**src/rtl/parity_frame_tx.sv**
```systemverilog
// -----------------------------------------------------------------------------
// parity_frame_tx
//
// Serial frame transmitter that sits after an 8-bit even-parity generator.
// It accepts a byte and its parity bit over a valid/ready handshake. It then
// drives a single-wire line with this frame:
//     start(0), d[0] .. d[7] (LSB first), parity, stop(1)
// Each bit is held for CLKS_PER_BIT clock cycles, so a frame lasts exactly
// 11*CLKS_PER_BIT cycles. The line idles high.
//
// Parameters
//   CLKS_PER_BIT  clock cycles per serial bit (>= 1)
//   ODD_PARITY    1: transmit ~parity_in, 0: transmit parity_in unchanged
//
// Optional feature (compile-time macro PARITY_SELFCHECK_EN)
//   When defined, the block recomputes ^data_in on accept and compares it
//   with parity_in. par_err is registered, and holds until the next accept
//   or reset. The frame is still sent with the supplied parity.
//   When undefined, par_err is tied low and no check logic exists.
//
// Ports
//   clk        in   1  single clock, rising edge
//   rst_n      in   1  synchronous reset, active-low
//   data_in    in   8  byte to send, sampled on accept
//   parity_in  in   1  parity bit from upstream, sampled on accept
//   valid      in   1  upstream has byte+parity available
//   ready      out  1  block can accept (high only in IDLE)
//   tx         out  1  serial line, idles high
//   busy       out  1  frame in progress (cycle after accept .. last stop cycle)
//   par_err    out  1  parity self-check flag
// -----------------------------------------------------------------------------
module parity_frame_tx #(
    parameter int CLKS_PER_BIT = 4,
    parameter bit ODD_PARITY   = 1'b0
) (
    input  logic       clk,
    input  logic       rst_n,
    input  logic [7:0] data_in,
    input  logic       parity_in,
    input  logic       valid,
    output logic       ready,
    output logic       tx,
    output logic       busy,
    output logic       par_err
);

    // The baud counter needs at least one bit, even when CLKS_PER_BIT is 1.
    localparam int BAUD_W = (CLKS_PER_BIT > 1) ? $clog2(CLKS_PER_BIT) : 1;
    localparam logic [BAUD_W-1:0] BAUD_LAST = BAUD_W'(CLKS_PER_BIT - 1);

    typedef enum logic [2:0] {
        S_IDLE,
        S_START,
        S_DATA,
        S_PARITY,
        S_STOP
    } state_t;

    state_t            state_q, state_d;
    logic [7:0]        shift_q, shift_d;
    logic              par_q, par_d;
    logic [BAUD_W-1:0] baud_q, baud_d;
    logic [2:0]        bit_q, bit_d;

    logic accept;
    logic bit_end;

    assign accept  = valid && (state_q == S_IDLE);
    // With CLKS_PER_BIT == 1, BAUD_LAST is 0, so every cycle is a bit boundary.
    assign bit_end = (baud_q == BAUD_LAST);

    always_comb begin
        state_d = state_q;
        shift_d = shift_q;
        par_d   = par_q;
        bit_d   = bit_q;
        baud_d  = '0;

        // The baud counter only runs inside a frame. It restarts at every bit boundary.
        if (state_q != S_IDLE) begin
            baud_d = bit_end ? '0 : baud_q + 1'b1;
        end

        case (state_q)
            S_IDLE: begin
                if (accept) begin
                    state_d = S_START;
                    shift_d = data_in;
                    par_d   = parity_in ^ ODD_PARITY;
                    bit_d   = '0;
                end
            end
            S_START: begin
                if (bit_end) begin
                    state_d = S_DATA;
                end
            end
            S_DATA: begin
                if (bit_end) begin
                    shift_d = {1'b0, shift_q[7:1]};
                    // The 3-bit counter wraps from 7 to 0 as the last data bit leaves.
                    bit_d   = bit_q + 3'd1;
                    if (bit_q == 3'd7) begin
                        state_d = S_PARITY;
                    end
                end
            end
            S_PARITY: begin
                if (bit_end) begin
                    state_d = S_STOP;
                end
            end
            S_STOP: begin
                if (bit_end) begin
                    state_d = S_IDLE;
                end
            end
            default: begin
                state_d = S_IDLE;
            end
        endcase
    end

    always_ff @(posedge clk) begin
        if (!rst_n) begin
            state_q <= S_IDLE;
            shift_q <= '0;
            par_q   <= 1'b0;
            baud_q  <= '0;
            bit_q   <= '0;
        end else begin
            state_q <= state_d;
            shift_q <= shift_d;
            par_q   <= par_d;
            baud_q  <= baud_d;
            bit_q   <= bit_d;
        end
    end

    // Outputs are decoded from registered state only. No input reaches an output combinationally.
    always_comb begin
        tx = 1'b1;
        case (state_q)
            S_START:  tx = 1'b0;
            S_DATA:   tx = shift_q[0];
            S_PARITY: tx = par_q;
            default:  tx = 1'b1;
        endcase
    end

    assign ready = (state_q == S_IDLE);
    assign busy  = (state_q != S_IDLE);

`ifdef PARITY_SELFCHECK_EN
    logic par_err_q, par_err_d;

    always_comb begin
        par_err_d = par_err_q;
        if (accept) begin
            par_err_d = ((^data_in) != parity_in);
        end
    end

    always_ff @(posedge clk) begin
        if (!rst_n) begin
            par_err_q <= 1'b0;
        end else begin
            par_err_q <= par_err_d;
        end
    end

    assign par_err = par_err_q;
`else
    assign par_err = 1'b0;
`endif

endmodule

```
**config.mk**
```make
export PLATFORM = sky130hd
export DESIGN_NAME = parity_frame_tx
export DESIGN_NICKNAME = d
export VERILOG_FILES = /design/src/rtl/parity_frame_tx.sv
export SDC_FILE = /design/constraint.sdc
export NUM_CORES = 1
export LEC_CHECK = 0
export ABC_AREA = 1
export BUFFER_PORTS_ARGS = -buffer_cell sky130_fd_sc_hd__buf_2
export CAP_MARGIN = 20
export CORE_MARGIN = 2
export CORE_UTILIZATION = 31
export DETAILED_ROUTE_END_ITERATION = 10
export PLACE_DENSITY = 0.55
export REMOVE_ABC_BUFFERS = 1
export SETUP_SLACK_MARGIN = 0.1
export SLEW_MARGIN = 0
export SYNTH_ARGS = -nofsm -noshare
export SYNTH_HDL_FRONTEND = slang
export SYNTH_SLANG_ARGS = --single-unit
```
**constraint.sdc**
```tcl
create_clock -name clk -period 3.8 [get_ports clk]
set_input_delay 0.57 -clock clk [delete_from_list [all_inputs] [get_ports clk]]
set_output_delay 0.57 -clock clk [all_outputs]
set_load 0.01 [all_outputs]
```
==> reports/qor.json <==
{
  "cts": {
    "post-cts-setup-buffers": 0,
    "clkSlewWorstSetupHoldPaths_ps": 90,
    "cts_hold_repair.buffers": 0,
    "cts-buffers-inserted": 3,
    "clkSinkCount": 17,
    "post_cts_resized": 0,
    "root_buffer": "sky130_fd_sc_hd__clkbuf_4",
    "clkLatencyLatePin_ps": 290,
    "cts.path.max_buffers": 2,
    "tritoncts": "built",
    "cts_max_level": 1
  },
  "logic_synthesis": {
    "synth_area_per_cell_um2": 7.251,
    "synth_commonest_cells": "33 x sky130_fd_sc_hd__nand2_1, 28 x sky130_fd_sc_hd__nor2_1, 17 x sky130_fd_sc_hd__dfxtp_1",
    "postSynthRegisterBits": 17,
    "yosys-top-cells-area": "sky130_fd_sc_hd__dfxtp_1 36%, sky130_fd_sc_hd__nand2_1 13%, sky130_fd_sc_hd__nor2_1 11%",
    "synth_flop_cell": "sky130_fd_sc_hd__dfxtp_1",
    "yosysUniqueCellTypes": 20,
    "netlist_instances": 132,
    "synth_compound_area_share_pct": 12.81,
    "yosys.cell_count.top_type": "sky130_fd_sc_hd__nand2_1",
    "yosys_warnings": 0,
    "ffs_w_async_s_r_synth_pct": 0,
    "post_synth_fa_ha_maj_area_fraction_pct": 3.922,
    "synthSimpleGateAreaFrac_pct": 36.34,
    "synth_top_family_by_area": "simple AND/OR/NAND/NOR gates",
    "ys_seq_area_share_pct": 35.56,
    "multiplexer_share_of_the_synthesized_area_pct": 0,
    "syn_area_um2": 957.2,
    "synth_top_cell_area_share_pct": 35.56,
    "yosysTopAreaCell": "sky130_fd_sc_hd__dfxtp_1",
    "synthXorXnorAreaFrac_pct": 0,
    "synth-edff-count": 0
  },
  "detailed_routing": {
    "wire_per_inst_um": 9.758,
    "ant_nets": 0,
    "first_pass_iters": 4,
    "vias": 809,
    "vias_per_cell": 4.545,
    "totalWireLength_um": 1737,
    "drc_viols": 0,
    "detail_route.iter0.violations": 30
  },
  "critical_path": {
    "critical_path.slowest_cell": "sky130_fd_sc_hd__dfxtp_1",
    "critical_path_required_ps": 3230,
    "setup.worst_path.end_class": "output pin",
    "worst-r2r-cell-count": 7,
    "crit_chain": "nand2_4, inv_4, nand2_1, o2111ai_1, buf_2",
    "worstPathMaxFanout": 11,
    "path_delay_family": "flip-flops",
    "timing.reg2reg.setup_slack_ps": 2320,
    "cp_num_buf_inv": 2,
    "criticalPathCategory": "reg -> out",
    "r2r_startpoint": "state_q[1]",
    "worst_setup_path_start_kind": "flop",
    "worstPathArrival_ps": 1440,
    "r2r_end": "shift_q[4]",
    "crit_path_max_incr_delay_ps": 530
  },
  "sta": {
    "fin_setup_tns_ps": 0,
    "post-route-min-period_ps": 2008,
    "setup_repair_after_global_routing_missed_its_margin": "no",
    "report.final.hold_viol_count": 0,
    "fmax_ghz": 0.4981,
    "setup_viol": 0,
    "timing.clock.skew_ps": 4.893,
    "setup_ws_ps": 1792,
    "share_of_the_clock_period_used_by_the_worst_path_after_layout_pct": 52.83,
    "slew_violations": 0
  },
  "power_and_ir_drop": {
    "fin_total_pwr_mw": 0.8758,
    "max-vdd-ir-drop_v": 0.0002539,
    "power.density_nw_per_um2": 836.3,
    "power_leakage_nw": 0.5441
  },
  "global_route": {
    "grt_pass1_wl_um": 3022,
    "grt_use_total_pct": 11.29,
    "first_global_vias": 718,
    "grt-ovfl-total": 0,
    "antenna_found_initial": 0,
    "grt_max_degree": 17
  },
  "placed_design": {
    "dpl.hpwl_um": 1302,
    "gp_congestion": 0.7884,
    "pre_cts_slack_ps": 2113,
    "io_buffer_count": 14
  },
  "run": {
    "cap_viol_max_count": 0
  },
  "die": {
    "fp.dieArea_um2": 3548,
    "floorplan.die.height_um": 59.57,
    "io_pins": 16,
    "die_width_um": 59.57,
    "placement_rows": 20,
    "core-area_um2": 3003,
    "initial_standard_cell_utilization_of_the_core_pct": 31.87
  },
  "worst_hold_path": {
    "hold_path_class": "reg -> reg",
    "holdCritStartpoint": "baud_q[0]",
    "min_delay_worst_endpoint": "baud_q[0]",
    "hold_depth": 1
  },
  "final_layout": {
    "post-route-util_pct": 34.88,
    "post_route_cells_drive_above_1_share_pct": 25.52,
    "fillerInstances": 339,
    "diodes": 0,
    "nets": 161,
    "layout-area-overhead-vs-synth_pct": 9.411
  },
  "outcome": {
    "outcome": "finished, final reports clean"
  }
}
## worst max-delay path by stage
stage / startpoint / endpoint / cells after the start
CTS: state_q[1] / tx / 5
global placement: state_q[1] / tx / 5
global route: state_q[1] / tx / 5
detailed placement: state_q[1] / tx / 5
finish: state_q[1] / tx / 5
floorplan: state_q[1] / tx / 4
## report_power, final
| part | internal [mW] | total (mW) | switching (mW) |
|---|---|---|---|
| logic | 0.175 | 0.474 | 0.298 |
| clock network | 0.0408 | 0.0969 | 0.0561 |
| registers | 0.243 | 0.305 | 0.0627 |
| total | 0.459 | 0.876 | 0.417 |
## logic make-up (layout without fill, tap and decap cells)
family,after synthesis,count (layout)
fa+ha+maj,3,3
simple gates,76,76
buf+inv,19,32
other cells,1,1
compound gates,16,16
flops,17,17
## cell usage in the layout, fill, tap and decap left out, drive strengths merged
cell type and count:
a21oi 1, a22oi 2, buf 14, clkbuf 4
conb 1, dfxtp 17, ha 3, inv 14
nand2 38, nand3 8, nor2 30, o2111ai 1
o21ai 12
## layout make-up
type / instances / area [um^2] / share of cell area [%]
well taps: 33 / 41.29 / 3.943
multi-input cells: 96 / 511.7 / 48.87
repair buffers: 14 / 70.07 / 6.691
inverters: 14 / 57.56 / 5.496
flip-flops and latches: 17 / 340.3 / 32.50
clock buffers: 4 / 26.28 / 2.509
## routing by layer
layer	GRT usage, %	share of wire (%)
met2	19.31	43
met3	4.585	4.9
met1	13.87	51
met4	0.9524	0.58
met5	0	0
## flip-flops by register name, indices dropped and copies added (netlist names)
signal,count
baud_q,2
bit_q,3
par_q,1
shift_q,8
state_q,3
## stage by stage
stage / area, um^2 / std cells / hold slack (ps)
3_5_place_dp: 1021 / 174 / 418.7
2_1_floorplan: 909.6 / 127 / 398.3
4_1_cts: 1047 / 178 / 433.7
3_3_place_gp: 1021 / 174 / 406.4
6_report: 1047 / 178 / 430.1
5_1_grt: 1047 / 178 / 458.8
Power figures use the tool's default switching activity.
